## src/rtl/spi_pkg.sv

```systemverilog
// Shared SPI master types: FSM state encoding, latched bus mode, and the
// slave-select index width rule.
package spi_pkg;

    typedef enum logic [1:0] {
        ST_IDLE,
        ST_SETUP,
        ST_SHIFT,
        ST_HOLD
    } spi_state_e;

    typedef struct packed {
        logic cpol;
        logic cpha;
    } spi_mode_t;

    function automatic int ss_width(input int n);
        return (n > 1) ? $clog2(n) : 1;
    endfunction

endpackage

```

## src/rtl/spi_clk_gen.sv

```systemverilog
// Half-period timer for the SPI master: counts H = div_i+1 cycles per half
// period and flags leading/trailing sck edges and the final edge of a word.
module spi_clk_gen #(
    parameter int DATA_W = 8,
    parameter int DIV_W  = 8
) (
    input  logic             clk_i,
    input  logic             rst_i,
    input  logic             run_i,
    input  logic             shift_i,
    input  logic [DIV_W-1:0] div_i,
    output logic             tick_o,
    output logic             lead_o,
    output logic             trail_o,
    output logic             last_o
);
    localparam int HP_W = $clog2(2 * DATA_W);

    logic [DIV_W-1:0] cnt_q, cnt_d;
    logic [HP_W-1:0]  hp_q, hp_d;

    // Counter runs 0..div_i, so all-ones div_i gives 2^DIV_W cycles without overflow.
    assign tick_o  = run_i && (cnt_q == div_i);
    assign lead_o  = tick_o && shift_i && !hp_q[0];
    assign trail_o = tick_o && shift_i && hp_q[0];
    assign last_o  = trail_o && (hp_q == HP_W'(2 * DATA_W - 1));

    always_comb begin
        cnt_d = cnt_q + 1'b1;
        if (!run_i || tick_o) begin
            cnt_d = '0;
        end
        hp_d = hp_q;
        if (!shift_i) begin
            hp_d = '0;
        end else if (tick_o) begin
            hp_d = hp_q + 1'b1;
        end
    end

    always_ff @(posedge clk_i) begin
        if (rst_i) begin
            cnt_q <= '0;
            hp_q  <= '0;
        end else begin
            cnt_q <= cnt_d;
            hp_q  <= hp_d;
        end
    end

endmodule

```

## src/rtl/spi_master_gen.sv

```systemverilog
// Generic SPI master: one DATA_W-bit full-duplex transfer per request, all
// four SPI modes, programmable sck half-period, NUM_SS one-hot-low selects.
module spi_master_gen
    import spi_pkg::*;
#(
    parameter  int DATA_W = 8,
    parameter  int NUM_SS = 1,
    parameter  int DIV_W  = 8,
    localparam int SS_W   = ss_width(NUM_SS)
) (
    input  logic              clk,
    input  logic              rst,
    input  logic              tx_valid,
    output logic              tx_ready,
    input  logic [DATA_W-1:0] tx_data,
    input  logic [SS_W-1:0]   ss_sel,
    input  logic              cpol,
    input  logic              cpha,
    input  logic [DIV_W-1:0]  clk_div,
    output logic              rx_valid,
    output logic [DATA_W-1:0] rx_data,
    output logic              busy,
    output logic              sck,
    output logic              mosi,
    input  logic              miso,
    output logic [NUM_SS-1:0] ss_n
);
    spi_state_e        state_q, state_d;
    spi_mode_t         mode_q, mode_d;
    logic [DIV_W-1:0]  div_q, div_d;
    logic [SS_W-1:0]   ss_q, ss_d;
    logic [DATA_W-1:0] txsh_q, txsh_d;
    logic [DATA_W-1:0] rxsh_q, rxsh_d;
    logic [DATA_W-1:0] rx_data_q, rx_data_d;
    logic [NUM_SS-1:0] ss_n_q, ss_n_d;
    logic              sck_q, sck_d;
    logic              mosi_q, mosi_d;
    logic              rx_valid_q, rx_valid_d;
    logic              busy_q, busy_d;
    logic              tx_ready_q, tx_ready_d;
    logic              accept, tick, lead, trail, last;

    spi_clk_gen #(
        .DATA_W (DATA_W),
        .DIV_W  (DIV_W)
    ) u_clk_gen (
        .clk_i   (clk),
        .rst_i   (rst),
        .run_i   (state_q != ST_IDLE),
        .shift_i (state_q == ST_SHIFT),
        .div_i   (div_q),
        .tick_o  (tick),
        .lead_o  (lead),
        .trail_o (trail),
        .last_o  (last)
    );

    assign accept = (state_q == ST_IDLE) && tx_valid && tx_ready_q;

    always_comb begin
        state_d    = state_q;
        mode_d     = mode_q;
        div_d      = div_q;
        ss_d       = ss_q;
        txsh_d     = txsh_q;
        rxsh_d     = rxsh_q;
        sck_d      = sck_q;
        mosi_d     = mosi_q;
        rx_valid_d = 1'b0;
        rx_data_d  = rx_data_q;
        case (state_q)
            ST_IDLE: begin
                sck_d  = cpol;
                mosi_d = 1'b0;
                if (accept) begin
                    state_d = ST_SETUP;
                    mode_d  = '{cpol: cpol, cpha: cpha};
                    div_d   = clk_div;
                    ss_d    = ss_sel;
                    txsh_d  = tx_data;
                    // cpha=0 slaves sample on the first edge, so MSB must already be out.
                    mosi_d  = cpha ? 1'b0 : tx_data[DATA_W-1];
                end
            end
            ST_SETUP: begin
                if (tick) state_d = ST_SHIFT;
            end
            ST_SHIFT: begin
                if (tick) sck_d = ~sck_q;
                if (lead) begin
                    if (mode_q.cpha) begin
                        mosi_d = txsh_q[DATA_W-1];
                        txsh_d = txsh_q << 1;
                    end else begin
                        rxsh_d = {rxsh_q[DATA_W-2:0], miso};
                    end
                end
                if (trail) begin
                    if (mode_q.cpha) begin
                        rxsh_d = {rxsh_q[DATA_W-2:0], miso};
                    end else if (!last) begin
                        mosi_d = txsh_q[DATA_W-2];
                        txsh_d = txsh_q << 1;
                    end
                end
                if (last) begin
                    state_d = ST_HOLD;
                    sck_d   = mode_q.cpol;
                end
            end
            ST_HOLD: begin
                if (tick) begin
                    state_d    = ST_IDLE;
                    mosi_d     = 1'b0;
                    rx_valid_d = 1'b1;
                    rx_data_d  = rxsh_q;
                end
            end
            default: state_d = ST_IDLE;
        endcase

        // Out-of-range selects match no line, leaving every ss_n high.
        ss_n_d = '1;
        for (int i = 0; i < NUM_SS; i++) begin
            ss_n_d[i] = !((state_d != ST_IDLE) && (ss_d == SS_W'(i)));
        end
        busy_d     = (state_d != ST_IDLE);
        tx_ready_d = (state_d == ST_IDLE);
    end

    always_ff @(posedge clk) begin
        if (rst) begin
            state_q    <= ST_IDLE;
            mode_q     <= '0;
            div_q      <= '0;
            ss_q       <= '0;
            txsh_q     <= '0;
            rxsh_q     <= '0;
            rx_data_q  <= '0;
            ss_n_q     <= '1;
            sck_q      <= 1'b0;
            mosi_q     <= 1'b0;
            rx_valid_q <= 1'b0;
            busy_q     <= 1'b0;
            tx_ready_q <= 1'b0;
        end else begin
            state_q    <= state_d;
            mode_q     <= mode_d;
            div_q      <= div_d;
            ss_q       <= ss_d;
            txsh_q     <= txsh_d;
            rxsh_q     <= rxsh_d;
            rx_data_q  <= rx_data_d;
            ss_n_q     <= ss_n_d;
            sck_q      <= sck_d;
            mosi_q     <= mosi_d;
            rx_valid_q <= rx_valid_d;
            busy_q     <= busy_d;
            tx_ready_q <= tx_ready_d;
        end
    end

    assign tx_ready = tx_ready_q;
    assign rx_valid = rx_valid_q;
    assign rx_data  = rx_data_q;
    assign busy     = busy_q;
    assign sck      = sck_q;
    assign mosi     = mosi_q;
    assign ss_n     = ss_n_q;

endmodule

```

## config.mk

```make
export PLATFORM = sky130hd
export DESIGN_NAME = spi_master_gen
export DESIGN_NICKNAME = d
export VERILOG_FILES = /design/src/rtl/spi_pkg.sv /design/src/rtl/spi_clk_gen.sv /design/src/rtl/spi_master_gen.sv
export SDC_FILE = /design/constraint.sdc
export NUM_CORES = 1
export LEC_CHECK = 0
export ABC_AREA = 1
export BUFFER_PORTS_ARGS = -buffer_cell sky130_fd_sc_hd__buf_2
export CORE_UTILIZATION = 51
export CTS_CLUSTER_SIZE = 20
export DETAILED_ROUTE_END_ITERATION = 8
export GPL_TIMING_DRIVEN = 0
export PLACE_DENSITY = 0.81
export RECOVER_POWER = 50
export SLEW_MARGIN = 20
export SYNTH_ARGS = -nofsm -noshare
export SYNTH_HDL_FRONTEND = slang
export SYNTH_SLANG_ARGS = --single-unit
export TNS_END_PERCENT = 20
```

## constraint.sdc

```tcl
create_clock -name clk -period 1.6 [get_ports clk]
set_input_delay 0 -clock clk [delete_from_list [all_inputs] [get_ports clk]]
set_output_delay 0 -clock clk [all_outputs]
set_load 0.01 [all_outputs]
```

Word level (Yosys, flattened, before mapping)
Index checks and enable logic that the tools add are counted.

word-level totals
  flip-flop bits (word level) = 55
  bits of input ports = 23
  output and inout port bits = 14
  word-level logic and storage cells = 87

cells by class
  $add $sub $neg = 2
  muxes and demuxes = 31
  reductions and logical operators = 26
  bitwise logic cells = 4
  equality and inequality tests = 8

operator list
  cell                                                              number
  8-bit two-way mux                                                 10
  8-bit one-hot mux with 2 select lines                             1
  1-bit two-way mux                                                 13
  2-bit AND reduction                                               5
  8-bit by 1-bit adder with 8-bit output (second input constant)    1
  8-bit == test                                                     1
  1-bit logical AND                                                 8
  2-bit two-way mux                                                 4
  2-bit one-hot mux with 4 select lines                             1
  2-bit nonzero test                                                3
  2-bit OR reduction                                                3
  4-bit by 1-bit adder with 4-bit output (second input constant)    1
  2-bit == test (second input constant)                             2
  4-bit == test (second input constant)                             1
  2-bit logical NOT                                                 2
  1-bit inverter                                                    4
  1-bit logical NOT                                                 3
  3-bit != test (second input constant)                             1
  1-bit one-hot mux with 3 select lines                             1
  3-bit nonzero test                                                1
  2-bit by 1-bit == test with 1-bit output (second input constant)  1
  2-bit by 1-bit != test with 1-bit output (second input constant)  1
  2-bit != test (second input constant)                             1
  1-bit one-hot mux with 2 select lines                             1
  1-bit logical OR                                                  1

Logic depth before layout (Yosys ltp)
Gate-level depths: netlist of the first run.

  depth in word-level cells = 10
  gate-level depth with buffers = 12
  mapped depth without buffers = 12

Modules after synthesis
Synthesis of the first run repeated with hierarchy kept, for this count alone.

second synthesis, totals
  cells, all modules = 396
  area, all modules = 2,637.5 um2

modules (own cells, without submodules)
  module          times used  area an instance (um2)  cells each  sequential area each (um2)
  spi_master_gen  1           1,796.7                 253         860.8
  spi_clk_gen     1           840.8                   143         240.2

Worst setup path after synthesis of the first run
No wires, ideal clock.

  path kind = flip-flop to flip-flop
  from = register u_clk_gen.cnt_q[6]
  to = register rx_data_q[5] (netlist: rx_data[5])
  period minus slack after synthesis = 1.567 ns
  cell stages (with the launch flop) = 11
  path buffers = 1
  required time = 1.472 ns
  data arrival time = 1.439 ns
  slack = 0.033 ns
  library setup time = 0.128 ns
  cells stage by stage = dfxtp_1 > inv_2 > nand2_1 > nand2_1 > nor2_1 > nand2_2 > nor2_8 > nand3_2 > clkbuf_1 > o21ai_0 > a21oi_1

between the ends
  longest elaborated chain between the ends = 3

ends and longest elaborated chain
  item                                  line                   RTL
  from (decl)                           spi_clk_gen.sv:19      logic [DIV_W-1:0] cnt_q, cnt_d;
  from (signal assigned)                spi_clk_gen.sv:46      cnt_q <= cnt_d;
  8-bit == test                         spi_clk_gen.sv:23      assign tick_o = run_i && (cnt_q == div_i);
  1-bit logical AND                     spi_clk_gen.sv:23
  2-bit AND reduction (no source line)  --
  to (signal assigned)                  spi_master_gen.sv:153  rx_data_q <= rx_data_d;
  to (decl)                             spi_master_gen.sv:34   logic [DATA_W-1:0] rx_data_q, rx_data_d;

No other way between the ends.
A chain may end at the register's enable or synchronous reset.

Final worst setup path of the first run
  from = register u_clk_gen.cnt_q[6]
  to = register txsh_q[1]

between the ends
  longest elaborated chain between the ends = 9
  elaborated cells on any way between the ends = 11
  those cells by class = eq/ne (1); mux (5); reduce/logical (5)

ends and longest elaborated chain
  item                                                    line                                     RTL
  8-bit == test *                                         spi_clk_gen.sv:23
  1-bit logical AND *                                     spi_clk_gen.sv:23
  1-bit logical AND *                                     spi_clk_gen.sv:24, spi_clk_gen.sv:25
  1-bit logical AND, on equally long branches             spi_clk_gen.sv:24, spi_clk_gen.sv:25
  8-bit two-way mux or 1-bit logical AND (tied branches)  spi_master_gen.sv:90, spi_clk_gen.sv:26
  8-bit two-way mux                                       spi_master_gen.sv:101                    end else if (!last) begin
  8-bit two-way mux                                       spi_master_gen.sv:99                     if (mode_q.cpha) begin
  8-bit two-way mux *                                     spi_master_gen.sv:98                     if (trail) begin
  8-bit one-hot mux with 2 select lines *                 spi_master_gen.sv:71                     case (state_q)
  to (signal assigned)                                    spi_master_gen.sv:151                    txsh_q <= txsh_d;
  to (decl)                                               spi_master_gen.sv:32                     logic [DATA_W-1:0] txsh_q, txsh_d;

Every way passes the cells marked *; elsewhere a longest branch is shown, timed or not.

==> run metrics, run 1 <==
status complete, but fails checks; failing checks negative hold slack, negative setup slack; starting density of the core 53.0%; Pleak 1.39 nW; Die X between 70 and 80 µm; Die Area roughly 5200 µm²; Tcrit/Tclk final 110%; CP top delay family simple AND/OR/NAND/NOR gates; Buf/Inv on CP 2; top post-synthesis cells by area dfxtp_1 (44%), inv_1 (9.0%), o21ai_0 (8.8%), nand2_1 (8.7%), a21oi_1 (7.0%); fin. max-slew vios 0; cell depth of the worst setup path 11; GRT Residual Overflow 0; antenna violations before repair 0; Worst Reg-to-Reg Cells 11; cell accounting for the most synthesized area dfxtp_1; Filler cells ~370; worst-case clock skew 8.20 ps; CP Launch Type flip-flop; syn_area_per_cell 7.24 µm²; antenna cells 0; Syn-to-layout area delta 35.6%; hold path depth 4; Mapped Cells 346; syn_nets 371; ordered list of cells on the worst path inv_2, nand2_1, nand2_1, nor2_2, nand2_2, nor2_8, buf_6, nand4_2, nand3_1, nand3_1, a21oi_1; Multi-input gate area about 1300 µm²; Met1 Wirelength 2.88 mm; Total Power 3.84 mW; met3 WL post-DR between 300 and 400 µm; required time worst endpoint 1840 ps; RSZ-0062 raised after global routing yes; final number of hold-violating endpoints 3; antenna-violating nets left 0; TritonRoute pass-1 iters 6; DP HPWL 3.80 mm; Skew-Pair Late Insertion Delay 320 ps; gr usage total 23.3%; via count 2566; CTS sink count 55; setup violators final 23; commonest non-fill, non-tap cell in the layout inv_1; fmax between 0.5 and 0.6 GHz; CP max stage delay between 300 and 400 ps; DRC viols 0; num rows 25; core area 4720 µm²; Slew @ Worst Pin 600 ps; routed wire length per instance 13.9 µm; Power Dens Cells 1130 nW/µm²; 1st-iter DRT viols 160; Peak VDD IR 544 µV; worst setup margin -165 ps; pin count of the biggest net entering global routing 20; CTS tree built; Reg clk slew, reported paths around 110 ps; CP endpoint kind flip-flop; Design Area, Final between 3000 and 4000 µm²; # port buffers 36; Post-Route WL 6.82 mm; hold crit path type input pin to flip-flop; FF/Latch Area 1130 µm²; Slowest-stage cell, CP dfxtp_4; number of max-cap violations 0; number of clock buffers inserted by TritonCTS 5; Mapped Area 2500 µm²; root cell of the clock tree clkbuf_8; fin nets 449; vias in the first global route 2168; Die Height 72.1 µm; critical path peak fanout 7; post-synthesis sequential area ratio 44.0%; most frequent cells in the layout inv_1 (54), nand2_1 (45), dfxtp_1 (39); layout cells sized above 1 31.5%; #FFs+latches synth 55; Clock Path Buffers 2; I/O pin count 37; Final Critical Period 1760 ps; post-synth top area share 44.0%; Critical Path AT 2010 ps; first-pass GRT wire length 9.53 mm; GP Congestion 0.867; synth warn 0; placed cell areas about 2800 µm²; WS Path Type flip-flop to flip-flop; highest routed layer met4; H-tree depth 2; WHS -4.81 ps; metal2 WL around 3.4 mm; post-synth cell types 33; number of vias per cell between 5 and 6; Max-Slew Margin vs Limit 60.0%
## per-stage QoR
stage	instances	TNS (ps)	setup slack (ps)	utilization, %	hold WS (ps)
after global routing	492	-5110	-259	71.9	11.5
after global placement	449	-5840	-250	58.6	240
final	492	-2100	-165	71.9	-4.81
after detailed placement	449	-8540	-321	58.6	241
after CTS	478	-1720	-102	65.9	4.35
after floorplan	346	0	33.3	-	72.3
## report_power, final
group / switching [mW] / internal, mW
Combinational: 0.788 / 0.545
Clock: 0.521 / 0.326
Sequential: 0.123 / 1.54
Total: 1.43 / 2.41
## worst min-delay path, delay by kind of cell
kind / cells / cell delay [ps]
buffers and inverters: 1 / 110
AO/OA/AOI/OAI: 2 / 110
AND/OR/NAND/NOR: 1 / 60
## layer usage
layer  global-route usage (%)  vias to the layer above
met4                     6.54                        0
met5                        0                        -
met1                     30.7                     1172
li1                         -                     1279
met3                     3.75                       23
met2                     39.6                       92
## registers in the layout, summed over array words and instances, names as in the netlist
signal and cells:
ss_q 1, mosi 1, u_clk_gen.hp_q 4, state_q 2, rxsh_q 8, rx_valid 1, txsh_q 8, ss_n 1
u_clk_gen.cnt_q 8, tx_ready 1, mode_q 2, busy 1, rx_data 8, sck 1, div_q 8
## timing repair
item | CTS | global route
gates cloned | 0 | 2
pin swaps | 6 | 18
resized for setup | 30 | 77
hold buffers | 13 | 0
hold endpoints to repair | 15 | 0
endpoints found under the setup margin | 51 | 53
setup buffers | 9 | 12
## final timing paths
kind / endpoint / startpoint / slack (ps)
setup / recovery: txsh_q[1] / u_clk_gen.cnt_q[6] / -160
hold / removal: u_clk_gen.hp_q[1] / rst / -5
setup reg to reg: txsh_q[1] / u_clk_gen.cnt_q[6] / -160
hold reg to reg: rx_data[5] / rx_data[5] / 450
## final cells by class
class                           instances  area share, %
Clock inverter                          3          0.848
Sequential cell                        55           33.2
Timing Repair Buffer                   71           14.4
Buffer                                 10           1.73
Multi-Input combinational cell        217           37.9
Clock buffer                            5           2.03
Tap cell                               67           2.47
Inverter                               64           7.41
## cell families after synthesis
kind of cell,synth area share [%]
compound gates,18.9
buf+inv,11.6
xor+xnor,0.350
fa+ha+maj,0.999
simple gates,24.1
flops,44.0
## cell usage after synthesis, drive strengths merged
| cell | n |
|---|---|
| xor2 | 1 |
| a22oi | 1 |
| o221ai | 1 |
| nand4 | 5 |
| nor4 | 1 |
| dfxtp | 55 |
| buf | 3 |
| nor2 | 21 |
| a21boi | 1 |
| inv | 64 |
| a21oi | 37 |
| nand2 | 61 |
| nor3b | 3 |
| nor3 | 5 |
| nand3 | 27 |
| o21ai | 46 |
| a31oi | 2 |
| clkbuf | 8 |
| ha | 2 |
| and3 | 1 |
| a211oi | 1 |
No activity file was read; power rests on OpenSTA's default activity.
==> run 2: changes to the inputs <==
--- a/config.mk
+++ b/config.mk
@@ -7,12 +7,15 @@
 export LEC_CHECK = 0
 export ABC_AREA = 1
 export BUFFER_PORTS_ARGS = -buffer_cell sky130_fd_sc_hd__buf_2
+export CAP_MARGIN = 10
 export CORE_UTILIZATION = 51
 export CTS_CLUSTER_SIZE = 20
 export DETAILED_ROUTE_END_ITERATION = 8
 export GPL_TIMING_DRIVEN = 0
 export PLACE_DENSITY = 0.81
 export RECOVER_POWER = 50
+export SETUP_SLACK_MARGIN = 0.05
+export SKIP_LAST_GASP = 1
 export SLEW_MARGIN = 20
 export SYNTH_ARGS = -nofsm -noshare
 export SYNTH_HDL_FRONTEND = slang
==> run 2 against run 1 <==
Against the previous run:
- the run still ends with negative hold slack, negative setup slack left
- count of clock-buffer cells in the layout unchanged
- critical path depth grew 1
- critical path type unchanged
- largest power group unchanged
- clock skew rose by 1.4 ps
- critical endpoint is now sck
- worst setup slack gained 59 ps
- first-iteration DRC count increased by 59%
- register-to-register slack improved by 60 ps
- via count grew 0.35%
==> run metrics, run 2 (synthesized netlist as in run 1, its figures left out) <==
# port buffers 36 (unchanged); cts hold-fix bufs 14 (+1); number of vias per cell 5.27 (+0.97%); critical path peak fanout 5 (-2); layout cells sized above 1 29.9% (-1.7 points); RSZ-0062 raised after global routing yes; CTS sink count 55 (unchanged); Pint 2.33 mW (-3.1%); pin count of the biggest net entering global routing 19 (-5.0%); TNS Setup -1690 ps (+410 ps); setup violators final 33 (+43%); WS Path Type flip-flop to flip-flop; combinational share of power 33.4% (-1.3 points); via count 2575 (+0.35%); hold path depth 2 (-2); Reg clk slew, reported paths 110 ps (about the same); P_sw 1.34 mW (-6.2%); fin nets 446 (-0.67%); CP Launch Type flip-flop; Sw Share 36.5% (-0.74 points); fin. max-slew vios 0 (unchanged); gr usage total 25.5% (+2.2 points); GP Congestion 0.821 (-5.4%); Syn-to-layout area delta 33.0%; Skew-Pair Late Insertion Delay 320 ps (about the same); required time worst endpoint 1850 ps (about the same); WHS -59.7 ps (-54.9 ps); antenna violations before repair 0 (unchanged); Finished Layout Cells 489 (-0.61%); most frequent cells in the layout inv_1 (53), nand2_1 (48), dfxtp_1 (39); number of clock buffers inserted by TritonCTS 5 (unchanged); 1st-iter DRT viols 254 (+59%); root cell of the clock tree clkbuf_8; vias in the first global route 2351 (+8.4%); Slew @ Worst Pin 685 ps (+84.1 ps); Final Critical Period 1710 ps (-59.5 ps); CTS tree built; antenna-violating nets left 0 (unchanged); H-tree depth 2 (unchanged); core area 4720 µm² (unchanged); routed wire length per instance 12.9 µm (-7.1%); clock power share 21.5% (-0.6 points); Die X 72.1 µm (unchanged); Cells after DPL 449 (unchanged); Worst Reg-to-Reg Cells 12 (+1); Post-Route WL 6.30 mm (-7.7%); Clock Path Buffers 2 (unchanged); starting density of the core 53.0% (unchanged); Die Area 5190 µm² (unchanged); GRT Residual Overflow 0 (unchanged); Power Dens Cells 1100 nW/µm² (-2.4%); status complete, but fails checks; Tcrit/Tclk final 107% (-3.7 points); fmax 0.586 GHz (+3.5%); Peak VDD IR 658 µV (+21%); Die Height 72.1 µm (unchanged); CP endpoint kind flip-flop; hold crit path type input pin to flip-flop; number of max-cap violations 0 (unchanged); Flop pwr share 45.1% (+1.8 points); antenna cells 0 (unchanged); Max-Slew Margin vs Limit 54.4% (-5.6 points); final number of hold-violating endpoints 4 (+1); DRC viols 0 (unchanged); commonest non-fill, non-tap cell in the layout inv_1; failing checks negative hold slack, negative setup slack; Pleak 1.36 nW (-2.6%); TritonRoute pass-1 iters 5 (-1); I/O pin count 37 (unchanged); worst setup margin -105 ps (+59.5 ps); worst-case clock skew 9.64 ps (+1.43 ps); Critical Path AT 1960 ps (-50 ps); Final Util 70.5% (-1.4 points); DP HPWL 3.81 mm (+0.16%); first-pass GRT wire length 10.3 mm (+8.5%); num rows 25 (unchanged)
## run 2: path summary, 6_finish.rpt
| kind | startpoint | to | slack, ps |
|---|---|---|---|
| worst max-delay path | u_clk_gen.cnt_q[7] | sck | -110 |
| worst min-delay path | rst | ss_q | -60 |
| worst max register to register | u_clk_gen.cnt_q[7] | sck | -110 |
| worst min register to register | rx_data[2] | rx_data[2] | 450 |
## run 2: critical path, cell delays in order, from the launching register on
cell,delay [ps]
dfxtp_2,370
inv_2,40
nand2_1,50
nand2_1,60
nor2_2,130
nand2_2,100
nor2_8,200
buf_12,140
nand4_1,110
buf_4,170
nand2_2,50
nand3_2,60
a21oi_2,150
## run 2: routing by layer
layer / vias to the layer above / global-route usage, % / share of wire (%)
li1: 1282 / - / -
met5: - / 0 / 0
met4: 0 / 10.7 / 2.3
met1: 1175 / 31.6 / 43
met2: 106 / 42.7 / 48
met3: 12 / 5.69 / 6.2
## run 2: power by group through the flow
stage	clock (mW)	sequential, mW	combinational, mW
4_1_cts	0.802	1.64	1.14
2_1_floorplan	0	1.65	0.622
5_1_grt	0.856	1.68	1.33
3_3_place_gp	0	1.65	0.821
3_5_place_dp	0	1.66	0.841
6_report	0.792	1.66	1.23
## run 2: through the flow
| step | power, mW | setup WS [ps] | area [µm²] |
|---|---|---|---|
| 6_report | 3.68 | -105 | 3330 |
| 5_1_grt | 3.87 | -181 | 3330 |
| 4_1_cts | 3.58 | -44.1 | 3230 |
| 3_5_place_dp | 2.50 | -236 | 2770 |
| 3_3_place_gp | 2.47 | -183 | 2770 |
| 2_1_floorplan | 2.28 | 61.6 | 2500 |
## run 2: cell type report
class | instances | area [µm²]
plain buffers | 10 | 57.6
well taps | 67 | 83.8
multi-input cells | 219 | 1280
repair buffers | 66 | 445
flip-flops and latches | 55 | 1130
fillers | 373 | 1390
clock buffers | 5 | 68.8
clock inverters | 3 | 22.5
inverters | 64 | 240
## run 2: what timing repair did
item,in CTS,in global routing
setup endpoints to repair,53,53
gates resized for setup,30,45
setup buffers,12,3
hold endpoints to repair,18,4
cloned,4,0
pin swaps,9,16
